==> config.mk <==
export PLATFORM = sky130hd
export DESIGN_NAME = axi_dw_w_upsizer
export DESIGN_NICKNAME = d
export VERILOG_FILES = /design/src/rtl/axi_dw_w_upsizer_pkg.sv /design/src/rtl/axi_dw_w_upsizer_cmd_fifo.sv /design/src/rtl/axi_dw_w_upsizer.sv
export SDC_FILE = /design/constraint.sdc
export NUM_CORES = 1
export LEC_CHECK = 0
export BUFFER_PORTS_ARGS = -buffer_cell sky130_fd_sc_hd__buf_2
export CAP_MARGIN = 30
export CELL_PAD_IN_SITES_DETAIL_PLACEMENT = 0
export CELL_PAD_IN_SITES_GLOBAL_PLACEMENT = 1
export CORE_ASPECT_RATIO = 0.5
export CORE_MARGIN = 2
export CORE_UTILIZATION = 27
export CTS_BUF_LIST = sky130_fd_sc_hd__clkbuf_8
export DETAILED_ROUTE_END_ITERATION = 10
export GPL_ROUTABILITY_DRIVEN = 0
export PLACE_DENSITY = 0.48
export SLEW_MARGIN = 30
export SYNTH_ARGS = -nofsm -noshare
export SYNTH_HDL_FRONTEND = slang
export SYNTH_SLANG_ARGS = --single-unit
==> constraint.sdc <==
create_clock -name clk_i -period 5.3 [get_ports clk_i]
set_input_delay 0.265 -clock clk_i [delete_from_list [all_inputs] [get_ports clk_i]]
set_output_delay 0.265 -clock clk_i [all_outputs]
set_load 0.03 [all_outputs]
==> src/rtl/axi_dw_w_upsizer_pkg.sv <==
// rtl/axi_dw_w_upsizer_pkg.sv - shared types, burst encodings and address stepping for the upsizer
package axi_dw_w_upsizer_pkg;

    localparam logic [1:0] BURST_FIXED = 2'b00;
    localparam logic [1:0] BURST_INCR  = 2'b01;
    localparam logic [1:0] BURST_WRAP  = 2'b10;

    typedef struct packed {
        logic [11:0] addr;
        logic [7:0]  len;
        logic [2:0]  size;
        logic [1:0]  burst;
    } dw_cmd_t;

    typedef enum logic {
        ST_IDLE  = 1'b0,
        ST_BURST = 1'b1
    } dw_state_e;

    // Address of the beat following 'addr' inside a burst; 12-bit arithmetic keeps
    // INCR bursts inside the 4 KiB page and WRAP bursts inside their wrap window.
    function automatic logic [11:0] dw_next_addr(
        input logic [11:0] addr,
        input logic [2:0]  size,
        input logic [7:0]  len,
        input logic [1:0]  burst
    );
        logic [11:0] step;
        logic [11:0] incr;
        logic [11:0] wmask;
        step  = 12'd1 << size;
        incr  = (addr & ~(step - 12'd1)) + step;
        wmask = (({4'd0, len} + 12'd1) << size) - 12'd1;
        case (burst)
            BURST_FIXED: return addr;
            BURST_WRAP:  return (addr & ~wmask) | (incr & wmask);
            default:     return incr;
        endcase
    endfunction

endpackage

==> src/rtl/axi_dw_w_upsizer_cmd_fifo.sv <==
// rtl/axi_dw_w_upsizer_cmd_fifo.sv - fall-through command queue holding AW-derived commands
module axi_dw_w_upsizer_cmd_fifo
    import axi_dw_w_upsizer_pkg::*;
#(
    parameter int unsigned DEPTH = 4
) (
    input  logic    clk_i,
    input  logic    rst_ni,
    input  logic    push_i,
    input  dw_cmd_t data_i,
    input  logic    pop_i,
    output dw_cmd_t data_o,
    output logic    full_o,
    output logic    empty_o
);

    localparam int unsigned PTR_W = (DEPTH > 1) ? $clog2(DEPTH) : 1;
    localparam int unsigned CNT_W = $clog2(DEPTH + 1);

    dw_cmd_t            mem_q [DEPTH];
    logic [PTR_W-1:0]   wr_ptr_q, wr_ptr_d;
    logic [PTR_W-1:0]   rd_ptr_q, rd_ptr_d;
    logic [CNT_W-1:0]   cnt_q, cnt_d;
    logic               do_push;
    logic               do_pop;

    assign full_o  = (cnt_q == CNT_W'(DEPTH));
    assign empty_o = (cnt_q == '0);
    assign data_o  = mem_q[rd_ptr_q];

    // A write while full is only taken when the head leaves in the same cycle.
    assign do_push = push_i && (!full_o || pop_i);
    assign do_pop  = pop_i && !empty_o;

    // Pointer and occupancy bookkeeping.
    always_comb begin
        wr_ptr_d = wr_ptr_q;
        rd_ptr_d = rd_ptr_q;
        cnt_d    = cnt_q;
        if (do_push) begin
            wr_ptr_d = (wr_ptr_q == PTR_W'(DEPTH - 1)) ? '0 : wr_ptr_q + PTR_W'(1);
        end
        if (do_pop) begin
            rd_ptr_d = (rd_ptr_q == PTR_W'(DEPTH - 1)) ? '0 : rd_ptr_q + PTR_W'(1);
        end
        case ({do_push, do_pop})
            2'b10:   cnt_d = cnt_q + CNT_W'(1);
            2'b01:   cnt_d = cnt_q - CNT_W'(1);
            default: cnt_d = cnt_q;
        endcase
    end

    // Control state, cleared by reset so a reset discards every queued command.
    always_ff @(posedge clk_i or negedge rst_ni) begin
        if (!rst_ni) begin
            wr_ptr_q <= '0;
            rd_ptr_q <= '0;
            cnt_q    <= '0;
        end else begin
            wr_ptr_q <= wr_ptr_d;
            rd_ptr_q <= rd_ptr_d;
            cnt_q    <= cnt_d;
        end
    end

    // Storage array; contents are only meaningful below the occupancy count.
    always_ff @(posedge clk_i) begin
        if (do_push) begin
            mem_q[wr_ptr_q] <= data_i;
        end
    end

endmodule

==> src/rtl/axi_dw_w_upsizer.sv <==
// rtl/axi_dw_w_upsizer.sv - packs narrow W beats into wide W beats following queued AW commands
module axi_dw_w_upsizer
    import axi_dw_w_upsizer_pkg::*;
#(
    parameter int unsigned SI_DATA_WIDTH  = 64,
    parameter int unsigned MI_DATA_WIDTH  = 256,
    parameter int unsigned USER_WIDTH     = 1,
    parameter int unsigned NR_OUTSTANDING = 4
) (
    input  logic                       clk_i,
    input  logic                       rst_ni,
    input  logic [11:0]                cmd_addr_i,
    input  logic [7:0]                 cmd_len_i,
    input  logic [2:0]                 cmd_size_i,
    input  logic [1:0]                 cmd_burst_i,
    input  logic                       cmd_valid_i,
    output logic                       cmd_ready_o,
    input  logic [SI_DATA_WIDTH-1:0]   slv_w_data,
    input  logic [SI_DATA_WIDTH/8-1:0] slv_w_strb,
    input  logic                       slv_w_last,
    input  logic [USER_WIDTH-1:0]      slv_w_user,
    input  logic                       slv_w_valid,
    output logic                       slv_w_ready,
    output logic [MI_DATA_WIDTH-1:0]   mst_w_data,
    output logic [MI_DATA_WIDTH/8-1:0] mst_w_strb,
    output logic                       mst_w_last,
    output logic [USER_WIDTH-1:0]      mst_w_user,
    output logic                       mst_w_valid,
    input  logic                       mst_w_ready,
    output logic                       err_last_o
);

    localparam int unsigned SI_B    = SI_DATA_WIDTH / 8;
    localparam int unsigned MI_B    = MI_DATA_WIDTH / 8;
    localparam int unsigned SI_OFF  = $clog2(SI_B);
    localparam int unsigned MI_OFF  = $clog2(MI_B);
    localparam int unsigned NSLOT   = MI_B / SI_B;
    localparam int unsigned SLOT_W  = MI_OFF - SI_OFF;
    localparam logic [2:0]  SI_SIZE = 3'(SI_OFF);

    if (MI_DATA_WIDTH <= SI_DATA_WIDTH) begin : g_width_check
        $fatal(1, "axi_dw_w_upsizer: MI_DATA_WIDTH must be wider than SI_DATA_WIDTH");
    end

    dw_cmd_t                    cmd_in;
    dw_cmd_t                    cmd_head;
    logic                       q_full;
    logic                       q_empty;
    logic                       q_pop;

    dw_state_e                  state_q, state_d;
    logic [11:0]                addr_q, addr_d;
    logic [7:0]                 cnt_q, cnt_d;
    logic [7:0]                 len_q, len_d;
    logic [2:0]                 size_q, size_d;
    logic [1:0]                 burst_q, burst_d;
    logic [MI_DATA_WIDTH-1:0]   acc_data_q, acc_data_d;
    logic [MI_B-1:0]            acc_strb_q, acc_strb_d;
    logic [MI_DATA_WIDTH-1:0]   out_data_q, out_data_d;
    logic [MI_B-1:0]            out_strb_q, out_strb_d;
    logic                       out_last_q, out_last_d;
    logic [USER_WIDTH-1:0]      out_user_q, out_user_d;
    logic                       out_valid_q, out_valid_d;
    logic                       err_q, err_d;

    logic [SLOT_W-1:0]          slot;
    logic [11:0]                next_addr;
    logic [MI_DATA_WIDTH-1:0]   merged_data;
    logic [MI_B-1:0]            merged_strb;
    logic                       is_last;
    logic                       close_beat;
    logic                       beat_fire;

    assign cmd_in      = '{addr: cmd_addr_i, len: cmd_len_i, size: cmd_size_i, burst: cmd_burst_i};
    assign cmd_ready_o = !q_full;

    axi_dw_w_upsizer_cmd_fifo #(
        .DEPTH (NR_OUTSTANDING)
    ) i_cmd_fifo (
        .clk_i   (clk_i),
        .rst_ni  (rst_ni),
        .push_i  (cmd_valid_i && cmd_ready_o),
        .data_i  (cmd_in),
        .pop_i   (q_pop),
        .data_o  (cmd_head),
        .full_o  (q_full),
        .empty_o (q_empty)
    );

    assign mst_w_data  = out_data_q;
    assign mst_w_strb  = out_strb_q;
    assign mst_w_last  = out_last_q;
    assign mst_w_user  = out_user_q;
    assign mst_w_valid = out_valid_q;
    assign err_last_o  = err_q;

    assign slot       = addr_q[MI_OFF-1:SI_OFF];
    assign next_addr  = dw_next_addr(addr_q, size_q, len_q, burst_q);
    assign is_last    = (cnt_q == 8'd0);
    assign close_beat = is_last || (burst_q == BURST_FIXED) ||
                        (next_addr[11:MI_OFF] != addr_q[11:MI_OFF]);
    assign beat_fire  = slv_w_valid && slv_w_ready;

    // Drop the incoming narrow beat's strobed bytes into its lane of the wide accumulator.
    always_comb begin
        merged_data = acc_data_q;
        merged_strb = acc_strb_q;
        for (int s = 0; s < NSLOT; s++) begin
            if (slot == SLOT_W'(s)) begin
                for (int b = 0; b < SI_B; b++) begin
                    if (slv_w_strb[b]) begin
                        merged_data[s*SI_DATA_WIDTH + b*8 +: 8] = slv_w_data[b*8 +: 8];
                        merged_strb[s*SI_B + b]                 = 1'b1;
                    end
                end
            end
        end
    end

    // Burst sequencing: load a command, walk its beats, present wide beats as they close.
    always_comb begin
        state_d     = state_q;
        addr_d      = addr_q;
        cnt_d       = cnt_q;
        len_d       = len_q;
        size_d      = size_q;
        burst_d     = burst_q;
        acc_data_d  = acc_data_q;
        acc_strb_d  = acc_strb_q;
        out_data_d  = out_data_q;
        out_strb_d  = out_strb_q;
        out_last_d  = out_last_q;
        out_user_d  = out_user_q;
        out_valid_d = out_valid_q;
        err_d       = 1'b0;
        q_pop       = 1'b0;
        slv_w_ready = 1'b0;

        if (out_valid_q && mst_w_ready) begin
            out_valid_d = 1'b0;
        end

        case (state_q)
            ST_IDLE: begin
                if (!q_empty) begin
                    addr_d  = cmd_head.addr;
                    cnt_d   = cmd_head.len;
                    len_d   = cmd_head.len;
                    size_d  = cmd_head.size;
                    burst_d = cmd_head.burst;
                    state_d = ST_BURST;
                end
            end
            ST_BURST: begin
                slv_w_ready = !out_valid_q || mst_w_ready;
                if (beat_fire) begin
                    addr_d = next_addr;
                    if (!is_last) begin
                        cnt_d = cnt_q - 8'd1;
                    end
                    if (close_beat) begin
                        out_valid_d = 1'b1;
                        out_data_d  = merged_data;
                        out_strb_d  = merged_strb;
                        out_last_d  = is_last;
                        out_user_d  = slv_w_user;
                        acc_data_d  = '0;
                        acc_strb_d  = '0;
                    end else begin
                        acc_data_d  = merged_data;
                        acc_strb_d  = merged_strb;
                    end
                    // The internal beat count is authoritative; a disagreeing last only flags.
                    if (slv_w_last != is_last) begin
                        err_d = 1'b1;
                    end
                    if (is_last) begin
                        q_pop   = 1'b1;
                        state_d = ST_IDLE;
                    end
                end
            end
            default: state_d = ST_IDLE;
        endcase
    end

    // State register; reset drops any partially packed wide beat.
    always_ff @(posedge clk_i or negedge rst_ni) begin
        if (!rst_ni) begin
            state_q     <= ST_IDLE;
            addr_q      <= '0;
            cnt_q       <= '0;
            len_q       <= '0;
            size_q      <= '0;
            burst_q     <= '0;
            acc_data_q  <= '0;
            acc_strb_q  <= '0;
            out_data_q  <= '0;
            out_strb_q  <= '0;
            out_last_q  <= 1'b0;
            out_user_q  <= '0;
            out_valid_q <= 1'b0;
            err_q       <= 1'b0;
        end else begin
            state_q     <= state_d;
            addr_q      <= addr_d;
            cnt_q       <= cnt_d;
            len_q       <= len_d;
            size_q      <= size_d;
            burst_q     <= burst_d;
            acc_data_q  <= acc_data_d;
            acc_strb_q  <= acc_strb_d;
            out_data_q  <= out_data_d;
            out_strb_q  <= out_strb_d;
            out_last_q  <= out_last_d;
            out_user_q  <= out_user_d;
            out_valid_q <= out_valid_d;
            err_q       <= err_d;
        end
    end

    // Beats wider than the narrow port cannot be packed.
    assert property (@(posedge clk_i) disable iff (!rst_ni)
        (cmd_valid_i && cmd_ready_o) |-> (cmd_size_i <= SI_SIZE));

endmodule
==> results of run 1 <==
==> final cells by class <==
class	instances	area, um^2	area share (%)
Sequential cell	716	18400	46.76
Timing Repair Buffer	666	4657	11.84
Inverter	21	78.83	0.2003
Clock buffer	140	1927	4.897
Tap cell	1530	1914	4.866
Multi-Input combinational cell	1850	11910	30.27
Antenna cell	4	10.01	0.02544
Clock inverter	70	450.4	1.145
==> cells in the mapped netlist, types with 24 or more instances <==
cell / count / share of area [%]
o2bb2ai_1: 258 / 7.2
nand2_1: 271 / 3.3
mux4_2: 24 / 1.7
buf_2: 74 / 1.2
edfxtp_1: 96 / 9.2
mux2i_1: 198 / 6.3
a21oi_1: 305 / 4.9
nor2_1: 393 / 4.7
o21ai_4: 29 / 1.5
clkbuf_1: 90 / 1.1
dfrtp_1: 620 / 50
o21ai_0: 31 / 0.50
a31oi_1: 72 / 1.4
nand2b_1: 41 / 0.82
==> final timing paths <==
kind	startpoint	endpoint	slack, ns	cells after the start
worst min register to register	mst_w_last$_DFFE_PN0P_	mst_w_last$_DFFE_PN0P_	0.48	1
worst max register to register	size_q[2]$_DFFE_PN0P_	mst_w_data[143]$_DFFE_PN0P_	0.52	18
min in group clk_i	slv_w_strb[4]	mst_w_data[165]$_DFFE_PN0P_	0.08	4
max in group asynchronous	rst_ni	mst_w_data[213]$_DFFE_PN0P_	3.75	3
worst min-delay path	rst_ni	mst_w_data[241]$_DFFE_PN0P_	0.08	2
worst max-delay path	size_q[2]$_DFFE_PN0P_	mst_w_data[143]$_DFFE_PN0P_	0.52	18
==> registers in the layout, indices dropped and copies added (netlist names), 8 cells and up <==
| signal | flops |
|---|---|
| cnt_q | 8 |
| len_q | 8 |
| mst_w_data | 256 |
| mst_w_strb | 32 |
| addr_q | 11 |
| i_cmd_fifo.mem_q | 96 |
| acc_strb_q | 32 |
| acc_data_q | 256 |
==> cell families after synthesis <==
group                      synth area share (%)
and+or+nand+nor                           11.09
AOI/OAI and AO/OA                         17.57
DFF                                       58.93
muxes                                     8.260
buffers and inverters                     3.026
xor gates and xnor gates                 0.5851
adders and majority gates                0.5450
==> metrics by stage <==
step	instance area, um^2	util (%)	hold WS (ns)	power [mW]
floorplan	31220	-	-0.03059	17.42
global placement	35750	31.10	0.3818	22.08
detailed placement	35750	31.10	0.3829	22.18
CTS	39330	34.21	0.0004541	27.68
global route	39340	34.22	0.05409	29.20
finish	39340	34.23	0.07673	27.19
==> cell usage in the layout (no fill, tap or decap), types with 7 or more instances in the layout <==
| master | instances |
|---|---|
| dfrtp_1 | 620 |
| nand2_1 | 271 |
| nor2_1 | 392 |
| a21oi_1 | 305 |
| mux4_2 | 24 |
| buf_2 | 395 |
| a31oi_1 | 72 |
| nor3_1 | 14 |
| clkinv_2 | 15 |
| o22ai_1 | 15 |
| nand2b_1 | 41 |
| o21ai_4 | 29 |
| xor2_1 | 9 |
| edfxtp_1 | 96 |
| ha_1 | 12 |
| and3_1 | 12 |
| dlygate4sd3_1 | 120 |
| mux2i_1 | 198 |
| o21ai_0 | 31 |
| a21o_1 | 7 |
| clkbuf_8 | 140 |
| xnor2_1 | 10 |
| inv_1 | 58 |
| buf_4 | 123 |
| buf_12 | 27 |
| and2_0 | 12 |
| o2bb2ai_1 | 258 |
| and2_1 | 17 |
| nand3_1 | 23 |
==> power by group through the flow <==
stage	sequential, mW	combinational [mW]	clock [mW]
2_1_floorplan	10.8	6.61	0
3_3_place_gp	9.03	13.0	0
3_5_place_dp	9.07	13.1	0
4_1_cts	8.98	13.4	5.25
5_1_grt	9.16	14.5	5.52
6_report	8.90	13.3	5.03
==> worst max-delay path: cells and delay by family (launching register included) <==
kind	cells	cell delay, ns
multiplexers	1	0.21
flip-flops	1	0.55
adder cells (fa/ha/maj)	1	0.33
buffers and inverters	5	1.30
AO/OA/AOI/OAI	6	1.27
AND/OR/NAND/NOR	5	1.06
==> what timing repair did <==
action / in CTS / in global routing
endpoints found under the hold margin: 716 / 0
hold buffers: 120 / 0
resized for setup: 0 / 1
endpoints found under the setup margin: 0 / 7
==> per-layer routing <==
layer / part of all wire, % / vias up / track usage, %
met5: 0 / - / 0
met4: 2.1 / 0 / 4.439
met3: 3.1 / 142 / 2.848
met2: 50 / 366 / 29.39
met1: 45 / 11820 / 22.37
li1: - / 11210 / -
==> impl_metrics.csv, run 1 <==
group,metric,value,unit
run_status,status,"complete, no violations",
worst_setup_path,end_kind,"flop",
grt,grt_usage,17.11,%
clock_tree,cts_buffer_depth,3,
pwr,swShare,45.22,%
final_layout,fillers,11740,
flow_run,cap_violations,0,
grt,grt_pass1_wl,156.0,mm
worst_setup_path,crit_required,6.04,ns
place,dpl.cell_count,4663,
yosys,syn_avg_cell_area,11.23,um^2
place,port_buffers,396,
sta,rsz0062_at_grt,"false",
yosys,async_flop_share,86.59,%
pwr,pwr_density_cell,691.2,mW/mm^2
place,hpwl,69.79,mm
sta,hold_viol_final,0,
grt,grt_remaining_overflow,0,
pwr,clkPwrFrac,18.5,%
yosys,synth_area,0.03122,mm^2
yosys,ys.flop_type,"dfrtp_1",
sta,slew_violations,0,
worst_setup_path,path_cells,"nor3_1, inv_1, ha_1, nand2b_1, a211oi_2, o311ai_1, a21bo_2, nor3_1, nand3_1, mux2i_1, a21oi_2, a41oi_4, buf_12, buf_12, buf_4, nor2_1, a31oi_1, dlygate4sd3_1",
sta,worst_clock_skew,0.04103,ns
worst_setup_path,cp.arrival,5.52,ns
drt,vias,23530,
floorplanning,die_x,484.9,um
sta,tightest_slew,0.9444,ns
clock_tree,cts_tree,"done",
floorplanning,ios,398,
sta,fmax,209.1,MHz
drt,wirelength,102.0,mm
yosys,synth_seq_area_share,58.93,%
yosys,synth-edff-count,96,
place,place_ws,0.8644,ns
floorplanning,row_count,88,
sta,slew_headroom,37.04,%
clock_tree,cts_setup_buffers,0,
pwr,leakagePower,16.47,nW
drt,drt_pass1_iterations,8,
worst_setup_path,cpPeakStageDelay,0.57,ns
floorplanning,die_height,244.4,um
sta,fin_tns_setup,0,ns
yosys,synth.distinct_cells,75,
worst_setup_path,path_max_fanout,31,
drt,wl_per_cell,20.41,um
sta,period_share,90.22,%
floorplanning,core,0.1150,mm^2
final_layout,final-instance-count-excl-fill,4997,
sta,setup_violations,0,
worst_setup_path,critical_path_class,"flop to flop",
min_path,min_path_type,"input pin to asynchronous set/reset pin",
grt,antenna_found_initial,3,
drt,post_drt_via_cell_ratio,4.710,
pwr,switching_power,12.30,mW
pwr,p_int,14.90,mW
worst_setup_path,critPathSlowestCell,"dlygate4sd3_1",
pwr,p_comb_share,48.8,%
yosys,synth-seq-cells,716,
final_layout,finalNetCount,3484,
clock_tree,cts_root_buf,"clkbuf_8",
clock_tree,clock_sink_count,716,
sta,period_needed,4.782,ns
pwr,irDropWorstVdd,0.3377,mV
final_layout,area_delta_synth_final,26.02,%
grt,grt_pass1_vias,24640,
sta,timing.final.ws_setup,0.5183,ns
yosys,synth_nets,2896,
grt,grt_max_degree,151,
floorplanning,start_util,27.16,%
clock_tree,clk_pin_slew,0.07,ns
clock_tree,insertion_delay,0.81,ns
drt,drt_iter0_markers,1094,
yosys,ys_warn_count,0,
worst_setup_path,critPathLaunchType,"flop",
drt,ant_nets,0,
clock_tree,cts_made_buffers,112,
drt,drc,0,
final_layout,drive_gt1_share,23.04,%
yosys,synth_cells,2779,
pwr,pwr-share-seq,32.7,%
clock_tree,cts_max_level,3,
floorplanning,die_area,0.1185,mm^2
(Power assumes the default switching activity.)
==> inputs of run 2 (changes only) <==
--- a/config.mk
+++ b/config.mk
@@ -15,6 +15,7 @@
 export CTS_BUF_LIST = sky130_fd_sc_hd__clkbuf_8
 export DETAILED_ROUTE_END_ITERATION = 10
 export GPL_ROUTABILITY_DRIVEN = 0
+export GPL_TIMING_DRIVEN = 0
 export PLACE_DENSITY = 0.48
 export SLEW_MARGIN = 30
 export SYNTH_ARGS = -nofsm -noshare
==> constraint.sdc (replaced) <==
create_clock -name clk_i -period 5.3 [get_ports clk_i]
set_input_delay 0.265 -clock clk_i [delete_from_list [all_inputs] [get_ports clk_i]]
set_output_delay 0.265 -clock clk_i [all_outputs]
set_load 0.02 [all_outputs]
==> run 2 against run 1 <==
Effect of this change: die area unchanged; cell count up 0.30%; register-to-register slack worse by 0.25 ns; sequential share of layout area up 0.66 points; combinational power about the same; maximum frequency down 5.0%; non-clock buffer count up 22; sequential power up 0.6%; worst setup slack worse by 0.25 ns; clock-buffer cell count down 6; worst hold slack better by 0.030 ns; critical path type unchanged; largest power group unchanged; highest routed layer unchanged.
==> impl_metrics.csv, run 2 (synthesis results as in run 1) <==
group,metric,value,unit
run_status,status,"complete, no violations",
clock_tree,cts_made_buffers,111,
grt,grt_remaining_overflow,0,
pwr,leakagePower,16.18,nW
pwr,p_comb_share,48.3,%
worst_setup_path,path_max_fanout,12,
clock_tree,cts_buffer_depth,3,
final_layout,fillers,11820,
place,place_area,0.03540,mm^2
sta,slew_violations,0,
sta,timing.final.ws_setup,0.2661,ns
grt,grt_usage,20.21,%
final_layout,seqCellArea,0.01840,mm^2
place,port_buffers,396,
flow_run,cap_violations,0,
pwr,pwr_density_cell,693.0,mW/mm^2
clock_tree,cts_root_buf,"clkbuf_8",
final_layout,final_cell_mix,"dfrtp_1 (619), buf_2 (467), nor2_1 (391), a21oi_1 (305), nand2_1 (271)",
sta,tightest_slew,1.063,ns
final_layout,drive_gt1_share,21.95,%
sta,setup_violations,0,
sta,slew_headroom,29.10,%
floorplanning,die_x,484.9,um
place,dpl.cell_count,4716,
final_layout,area_delta_synth_final,24.28,%
final_layout,final-instance-count-excl-fill,5012,
grt,grt_max_degree,81,
drt,wirelength,121.4,mm
worst_setup_path,cpPeakStageDelay,0.44,ns
worst_setup_path,path_cells,"buf_2, buf_2, clkbuf_4, nor3_2, inv_1, ha_2, clkbuf_4, o21ai_0, a2111oi_2, a21bo_2, nor3_2, nand3_1, mux2i_1, a21oi_2, nand4_1, buf_6, buf_6, buf_8, o21ai_4, buf_12, o2bb2ai_1",
final_layout,final_common_cell,"dfrtp_1",
drt,drt_iter0_markers,1717,
sta,hold_viol_final,0,
worst_setup_path,critical_path_class,"flop to flop",
drt,drt_pass1_iterations,5,
final_layout,multiInputGateArea,0.01196,mm^2
floorplanning,row_count,88,
drt,ant_nets,0,
worst_setup_path,critPathSlowestCell,"a2111oi_2",
worst_setup_path,critPathBufInv,9,
drt,post_drt_via_cell_ratio,4.892,
worst_setup_path,crit_required,5.96,ns
floorplanning,start_util,27.16,%
clock_tree,cts_tree,"done",
drt,wl_per_cell,24.23,um
pwr,clkPwrFrac,18.4,%
grt,grt_pass1_wl,175.7,mm
grt,grt_pass1_vias,25250,
sta,fmax,198.7,MHz
floorplanning,core,0.1150,mm^2
worst_setup_path,cp.arrival,5.70,ns
grt,antenna_found_initial,8,
worst_setup_path,critPathLaunchType,"flop",
sta,period_needed,5.034,ns
sta,worst_clock_skew,0.04350,ns
sta,rsz0062_at_grt,"false",
final_layout,fin_util,33.75,%
min_path,min_path_type,"input pin to flop",
floorplanning,ios,398,
worst_setup_path,end_kind,"flop",
final_layout,finalNetCount,3505,
clock_tree,clk_pin_slew,0.07,ns
place,place_ws,-1.324,ns
drt,vias,24520,
drt,drc,0,
place,hpwl,85.35,mm
clock_tree,clock_sink_count,716,
pwr,p_int,14.22,mW
floorplanning,die_area,0.1185,mm^2
clock_tree,cts_max_level,3,
sta,period_share,94.98,%
clock_tree,insertion_delay,0.83,ns
worst_setup_path,crit_family,"buffers and inverters",
pwr,pwr-share-seq,33.3,%
final_layout,design_area,0.03880,mm^2
pwr,swShare,47.11,%
pwr,switching_power,12.67,mW
pwr,irDropWorstVdd,0.3615,mV
floorplanning,die_height,244.4,um
[run 2: cell count changes in the layout (fill, tap and decap cells not counted), moves of 15 or more]
cell / before / now
buf_1: 0 / 15
clkbuf_1: 0 / 69
buf_12: 27 / 3
buf_4: 123 / 4
buf_2: 395 / 467
dlygate4sd3_1: 120 / 102
[run 2: what timing repair did]
action	4_1_cts	5_1_grt
resized for setup	13	19
buffers inserted	0	1
hold buffers	103	0
pin swaps	0	2
endpoints found under the setup margin	579	578
endpoints found under the hold margin	697	0
[run 2: final timing paths]
path	startpoint	to	slack (ns)	cells after the start
max in group asynchronous	rst_ni	mst_w_data[75]$_DFFE_PN0P_	3.17	7
hold reg to reg	mst_w_last$_DFFE_PN0P_	mst_w_last$_DFFE_PN0P_	0.48	1
setup reg to reg	size_q[1]$_DFFE_PN0P_	acc_data_q[115]$_DFFE_PN0P_	0.27	21
min in group asynchronous	rst_ni	addr_q[1]$_DFFE_PN0P_	0.52	4
hold / removal	slv_w_valid	err_last_o$_DFF_PN0_	0.11	3
setup / recovery	size_q[1]$_DFFE_PN0P_	acc_data_q[115]$_DFFE_PN0P_	0.27	21
[run 2: layer usage]
metal | vias up | track usage [%] | part of all wire (%)
li1 | 11250 | - | -
met1 | 12540 | 26.27 | 44
met2 | 560 | 34.24 | 49
met3 | 167 | 3.750 | 4.5
met4 | 0 | 5.974 | 2.7
met5 | - | 0 | 0
[run 2: layout make-up]
type / instances / share of cell area, %
Tap cell: 1530 / 4.934
Sequential cell: 716 / 47.42
Antenna cell: 11 / 0.07094
Inverter: 21 / 0.2032
Multi-Input combinational cell: 1850 / 30.81
Buffer: 177 / 2.199
Clock inverter: 62 / 1.087
Clock buffer: 134 / 4.753
Timing Repair Buffer: 511 / 8.523
[run 2: power by group through the flow]
stage	Clock (mW)	Sequential, mW	Combinational [mW]
after CTS	5.13	9.01	13.1
after global placement	0	9.06	12.9
after floorplan	0	9.95	6.60
after detailed placement	0	9.08	13.0
final	4.95	8.95	13.0
after global routing	5.38	9.16	14.1
[run 2: metrics by stage]
stage / power [mW] / TNS [ns] / hold WS, ns
2_1_floorplan: 16.55 / 0 / -0.03059
3_3_place_gp: 21.92 / -7095.01 / 0.4685
3_5_place_dp: 22.04 / -594.28 / 0.1609
4_1_cts: 27.20 / 0 / 0.04831
5_1_grt: 28.61 / 0 / 0.1066
6_report: 26.89 / 0 / 0.1063
[run 2: worst min-delay path, stage by stage]
cell and delay (ns):
buf_2 0.09, nand2_1 0.31, nor2_1 0.20
